`config.mk`:
```
export PLATFORM = sky130hd
export DESIGN_NAME = systolic_skew_feeder
export DESIGN_NICKNAME = d
export VERILOG_FILES = /design/src/rtl/systolic_skew_feeder.sv
export SDC_FILE = /design/constraint.sdc
export NUM_CORES = 1
export LEC_CHECK = 0
export ABC_AREA = 1
export BUFFER_PORTS_ARGS = -buffer_cell sky130_fd_sc_hd__buf_2
export CAP_MARGIN = 40
export CELL_PAD_IN_SITES_DETAIL_PLACEMENT = 0
export CELL_PAD_IN_SITES_GLOBAL_PLACEMENT = 1
export CORE_ASPECT_RATIO = 1.1
export CORE_UTILIZATION = 36
export DETAILED_ROUTE_END_ITERATION = 6
export PLACE_DENSITY = 0.69
export SETUP_SLACK_MARGIN = 0.3
export SLEW_MARGIN = 20
export SYNTH_ARGS = -nofsm -noshare
export SYNTH_HDL_FRONTEND = slang
export SYNTH_SLANG_ARGS = --single-unit
export TNS_END_PERCENT = 20
```
`constraint.sdc`:
```
create_clock -name clk -period 1.7 [get_ports clk]
set_input_delay 0.085 -clock clk [delete_from_list [all_inputs] [get_ports clk]]
set_output_delay 0.085 -clock clk [all_outputs]
set_load 0.05 [all_outputs]
```
`src/rtl/systolic_skew_feeder.sv`:
```
// Input staging for the systolic array: one activation vector is accepted per cycle,
// and lane i is delayed by i cycles. Each tile ends with a pipeline flush and a done pulse.
module systolic_skew_feeder #(
  parameter int N      = 8,
  parameter int DATA_W = 8,
  parameter int CNT_W  = 16
) (
  input  logic                clk,
  input  logic                rst,
  input  logic                in_valid,
  output logic                in_ready,
  input  logic [N*DATA_W-1:0] in_data,
  input  logic                in_last,
  output logic [N*DATA_W-1:0] lane_out,
  output logic [N-1:0]        lane_valid,
  output logic                busy,
  output logic                done,
  output logic [CNT_W-1:0]    vec_count
);

  typedef enum logic [1:0] {IDLE, FEED, FLUSH} state_t;

  // The flush counter runs 0..N-2, which covers the N-1 cycles of the drain phase.
  localparam int FC_W = (N > 2) ? $clog2(N - 1) : 1;
  localparam logic [FC_W-1:0] FLUSH_LAST = (N > 1) ? FC_W'(N - 2) : '0;

  state_t          state;
  logic [FC_W-1:0] flush_cnt;
  logic            accept;

  assign in_ready = (state != FLUSH);
  assign accept   = in_valid && in_ready;
  assign busy     = (state != IDLE);

  always_ff @(posedge clk) begin
    if (rst) begin
      state     <= IDLE;
      done      <= 1'b0;
      vec_count <= '0;
      flush_cnt <= '0;
    end else begin
      done <= 1'b0;
      case (state)
        IDLE: begin
          if (accept) begin
            vec_count <= CNT_W'(1);
            if (in_last) begin
              // With a single row there is nothing to drain, so done follows at once.
              if (N == 1) begin
                done <= 1'b1;
              end else begin
                state     <= FLUSH;
                flush_cnt <= '0;
              end
            end else begin
              state <= FEED;
            end
          end
        end
        FEED: begin
          if (accept) begin
            if (vec_count != '1) vec_count <= vec_count + 1'b1;
            if (in_last) begin
              if (N == 1) begin
                state <= IDLE;
                done  <= 1'b1;
              end else begin
                state     <= FLUSH;
                flush_cnt <= '0;
              end
            end
          end
        end
        FLUSH: begin
          if (flush_cnt == FLUSH_LAST) begin
            state <= IDLE;
            done  <= 1'b1;
          end else begin
            flush_cnt <= flush_cnt + 1'b1;
          end
        end
        default: state <= IDLE;
      endcase
    end
  end

  // Lane i is a free-running chain of i+1 registers; non-accept cycles inject zero bubbles.
  for (genvar i = 0; i < N; i++) begin : g_lane
    logic [DATA_W-1:0] pipe  [0:i];
    logic [i:0]        vpipe;

    always_ff @(posedge clk) begin
      if (rst) begin
        for (int j = 0; j <= i; j++) pipe[j] <= '0;
        vpipe <= '0;
      end else begin
        pipe[0]  <= accept ? in_data[i*DATA_W +: DATA_W] : '0;
        vpipe[0] <= accept;
        for (int j = 1; j <= i; j++) begin
          pipe[j]  <= pipe[j-1];
          vpipe[j] <= vpipe[j-1];
        end
      end
    end

    assign lane_out[i*DATA_W +: DATA_W] = pipe[i];
    assign lane_valid[i]                = vpipe[i];
  end

endmodule

```
Word-level counts from Yosys, hierarchy flattened:

Memory sizes are Yosys's and may differ from the RTL's.
Index checks and enable logic that the tools add are counted.

* register bits after elaboration: 58
* bits in latches: 0
* memory bits (writable): 288
* bits in read-only memories: 0
* bits of input ports: 68
* output and inout port bits: 91
* logic and storage cells: 145
* memories: 8

Memories
* g_lane[7].pipe: words 8, width 8, read ports 8, clocked after memory_dff 0, wr ports 8, RTL line 89 `logic [DATA_W-1:0] pipe [0:i];`
* g_lane[6].pipe: words 7, width 8, read ports 7, clocked after memory_dff 0, wr ports 7, RTL line 89
* g_lane[5].pipe: words 6, width 8, read ports 6, clocked after memory_dff 0, wr ports 6, RTL line 89
* g_lane[4].pipe: words 5, width 8, read ports 5, clocked after memory_dff 0, wr ports 5, RTL line 89
* g_lane[3].pipe: words 4, width 8, read ports 4, clocked after memory_dff 0, wr ports 4, RTL line 89
* g_lane[2].pipe: words 3, width 8, read ports 3, clocked after memory_dff 0, wr ports 3, RTL line 89
* +2 memories

* add/sub/neg operators: 2
* multipliers: 0
* div/mod/pow operators: 0
* order comparisons: 0
* equal/unequal tests: 13
* shifts and indexed selects: 0
* muxes and demuxes: 63
* bitwise logic cells: 36
* reductions and logical operators: 11

Operators with widths (count)
* two-way mux 8 bit: 44
* two-way mux 16 bit: 3
* bitwise OR 1 bit: 35
* one-hot mux 16 bit (2 select lines): 1
* adder 16 x 1 -> 16 bit, second input constant: 1
* != test 16 bit, second input constant: 1
* != test 2 bit, second input constant: 7
* AND reduction 4 bit: 3
* two-way mux 2 bit: 5
* two-way mux 3 bit: 3
* OR reduction 8 bit: 1
* one-hot mux 2 bit (3 select lines): 1
* one-hot mux 3 bit (2 select lines): 1
* nonzero test 2 bit: 3
* two-way mux 1 bit: 5
* != test 2 x 1 -> 1 bit, second input constant: 2
* OR reduction 2 bit: 2
* adder 3 x 1 -> 3 bit, second input constant: 1
* == test 3 bit, second input constant: 1
* == test 2 x 1 -> 1 bit, second input constant: 1
* == test 2 bit, second input constant: 1
* logical NOT 2 bit: 1
* logical AND 1 bit: 1
* NOT 1 bit: 1

Longest topological paths before layout:

* word-level depth: 4
* gate-level depth with buffers: 11
* depth with buffers taken out: 11

Worst setup path before layout:

Ideal clock, no wire load.

* path kind: reg-to-reg
* from: register vec_count[1]
* to: register vec_count[4]
* setup time: 0.115 ns
* data arrival time: 1.813 ns
* data required time: 1.585 ns
* slack: -0.228 ns
* cell stages (with the launch flop): 11
* path buffers: 1
* period minus slack after synthesis: 1.928 ns
* cells stage by stage: dfxtp_1 ha_1 nand2_1 nor2_2 nand2_2 nor2_4 nand2_2 nand2_4 buf_8 nor2_1 o21a_1

* word-level cells in the longest chain between the ends: 4
* elaborated cells between the ends (all ways): 7
* classes of those cells: 1 x add/sub; 2 x eq/ne; 3 x mux; 1 x reduce/logical

RTL lines
* start: declaration: RTL line 18 `output logic [CNT_W-1:0] vec_count`
* start signal: assignment: RTL line 62 `if (vec_count != '1) vec_count <= vec_count + 1'b1;`
* adder 16 x 1 -> 16 bit: RTL line 62
* two-way mux 16 bit: RTL line 62
* two-way mux 16 bit: RTL line 61 `if (accept) begin`
* one-hot mux 16 bit (2 select lines): RTL line 43 `case (state)`

Parallel ways exist; a longest one is shown, timed or not. The select of a mux whose other input is x is not followed.
A chain may end at the register's enable or synchronous reset.

Final worst setup path:

* from: register vec_count[0]
* to: register vec_count[3]

Same word-level chain as after synthesis.

==> results.cfg <==
[cts]
clk_latency_ns = 0.50
clock-sinks = 318
root_buffer = clkbuf_16
clock_path_buffers = 3
cts_max_level = 2
clkTransAtPathRegs_ns = 0.06
tritoncts = built
numCtsBuffers = 34

[setup_path]
endpoint_kind = register
r2r_cells = 10
crit_end = vec_count[3]
cp_max_fo = 6
startpoint_type = register
crit_path_cell_trace = ha_4 -> nand2_4 -> nor2_4 -> nand2_2 -> nor2_4 -> nand2_4 -> nand2_8 -> buf_6 -> o21ai_2 -> a21oi_1
r2r-start = vec_count[0]
cp.required_ns = 2.11
r2r_slack_ns = 0.24
critPathKind = reg2reg
cp_slowest_cell = dfxtp_4
crit_family = simple AND/OR/NAND/NOR gates
reg2reg_to = vec_count[3]
slowest_delay_ns = 0.37
critPathArrivalTime_ns = 1.87
crit_start = vec_count[0]
critical_path_buf_inv_count = 1
crit_cells = 10

[place]
dpl.hpwl_um = 9911
place_area_sq_um = 10790
dp_cells = 1602
portBuffers = 158
place_congestion = 0.8172

[logic_synthesis]
syn_area_per_cell_sq_um = 8.514
yosysMostFrequentCell = inv_1
synth_enable_flop_cells = 0
synthTopCellsByCount = inv_1, nor2_1, dfxtp_1
synth_area_sq_um = 9783
ys_types = 26
synth_flop_cell = dfxtp_1
ys_warn_count = 0
netlist_instances = 1149
synth_async_sr_flop_share_pct = 0
ys_top_cells_by_area = dfxtp_1, inv_1, nor2_1, buf_4, nand2_1
ys_ff_latch = 318
synth_top_area_share_pct = 65.07
synthesis.nets = 1220
synth_seq_area_share_pct = 65.07
synth_top_cell_by_area = dfxtp_1

[floorplanning]
die_area_sq_um = 27840
pin_count = 159
start_util_pct = 37.09
core_area_sq_um = 26380
fp.dieW_um = 159.2
die_h_um = 174.9
std_cell_rows = 62

[grt]
grt_pass1_wl_um = 27730
antenna_found_initial = 1
grt_max_degree = 85
first_global_vias = 5964
grt_usage_pct = 12.19
overflow = 0

[route]
vias_per_cell = 3.780
drcViolationCount = 0
num_vias = 6585
ant_nets = 0
avgRoutedWirePerCell_um = 9.806
drtPass1Iterations = 4
drt-total-wl_um = 17080
drtIter0Drc = 203

[power]
power_per_cell_area_nw_per_um2 = 1225
total_power_uw = 15770
vdd_drop_max_v = 0.0006400
p_leak_uw = 0.005903

[min_path]
hp-class = in2reg
hold_start = in_valid

[sta]
worst_pin_slew_ns = 0.4200
rsz0062_at_grt = yes
fin_skew_ns = 0.02247
hold_violations = 0
finalSetupTns_ns = 0
slew_violations = 0
period_share_pct = 85.67
setup_violations = 0
slew_headroom_pct = 72.00
clock.fmax_ghz = 0.6866
fin_crit_ns = 1.456

[finish]
drive_above_1_share_pct = 20.95
fin_util_pct = 48.81
multi_input_area_sq_um = 1968
fin_cells = 1742
layout.area.seq_sq_um = 6389
fin_area_sq_um = 12870
nets = 1436
fill_cells = 2545
syn_to_final_growth_pct = 31.60

[run_status]
status = complete, no violations

[job]
cap_violations = 0
## tightest hold or removal path: stages
cell	delay, ns
buf_2	0.10
inv_1	0.08
nor2_1	0.06
inv_1	0.09
nor2_2	0.06
## power breakdown
| part | internal, uW | switching, uW |
|---|---|---|
| clock network | 4460 | 2870 |
| logic | 326 | 468 |
| registers | 7600 | 45.7 |
| total | 12400 | 3380 |
## stage by stage
| step | hold WS (ns) | setup WS (ns) |
|---|---|---|
| final | 0.04728 | 0.2436 |
| after detailed placement | 0.3026 | 0.06573 |
| after global placement | 0.2970 | 0.09386 |
| after global routing | 0.1091 | 0.1648 |
| after floorplan | 0.1972 | 0.1453 |
| after CTS | 0.04848 | 0.2329 |
## state kept, by name, indices dropped and copies added (netlist names)
register,count
done,1
flush_cnt,3
g_lane.pipe,288
g_lane.vpipe,8
state,2
vec_count,16
## repair_timing
item / CTS / global route
hold buffers: 66 / 0
gates resized for setup: 18 / 33
endpoints found under the setup margin: 20 / 86
pin swaps: 6 / 13
gates cloned: 1 / 2
buffers inserted: 9 / 1
endpoints found under the hold margin: 89 / 0
## layout make-up
type,count,area share (%)
diodes,1,0.01944
multi-input cells,436,15.29
well taps,352,3.421
clock inverters,16,1.409
clock buffers,44,7.444
flip-flops and latches,318,49.62
inverters,330,9.621
repair buffers,245,13.18
## worst min-delay path by stage
stage | endpoint | slack, ns | depth (start not counted)
floorplan | g_lane[0].pipe[0][0] | 0.20 | 2
detailed placement | g_lane[4].pipe[0][1] | 0.30 | 3
global route | g_lane[7].vpipe[0] | 0.11 | 5
finish | g_lane[7].vpipe[0] | 0.05 | 5
global placement | g_lane[0].pipe[0][1] | 0.30 | 3
CTS | g_lane[7].vpipe[0] | 0.05 | 5
## layer usage
layer,track usage (%),vias up,wire length [um],share of wire (%)
met3,2.848,43,732,4.3
met5,0,-,0,0
met1,13.46,2836,7389,43
met2,22.11,121,8378,49
met4,5.609,0,582,3.4
li1,-,3585,-,-
## kinds of logic after synthesis
group	share of synthesized area, %
buf+inv	16.70
xor+xnor	0.1791
compound gates	1.931
simple gates	15.73
fa+ha+maj	0.3837
flops	65.07
## cell usage in the layout (no fill, tap or decap), types with 3 or more instances in the layout
cell type,n
inv_1,328
nor2_1,316
dfxtp_1,304
buf_2,155
dlygate4sd3_1,66
clkbuf_16,35
nand2_1,33
buf_4,14
dfxtp_2,12
a21oi_1,11
nand3_1,10
nor2_4,9
clkinv_2,8
clkbuf_8,8
nor2_2,7
o21ai_0,7
nand2_2,6
nand2_4,6
o21ai_1,5
nor3_1,5
o21ai_2,5
buf_6,5
o21bai_1,3
bufinv_16,3
clkbuf_1,3
buf_12,3
No activity file was read; power rests on OpenSTA's default activity.
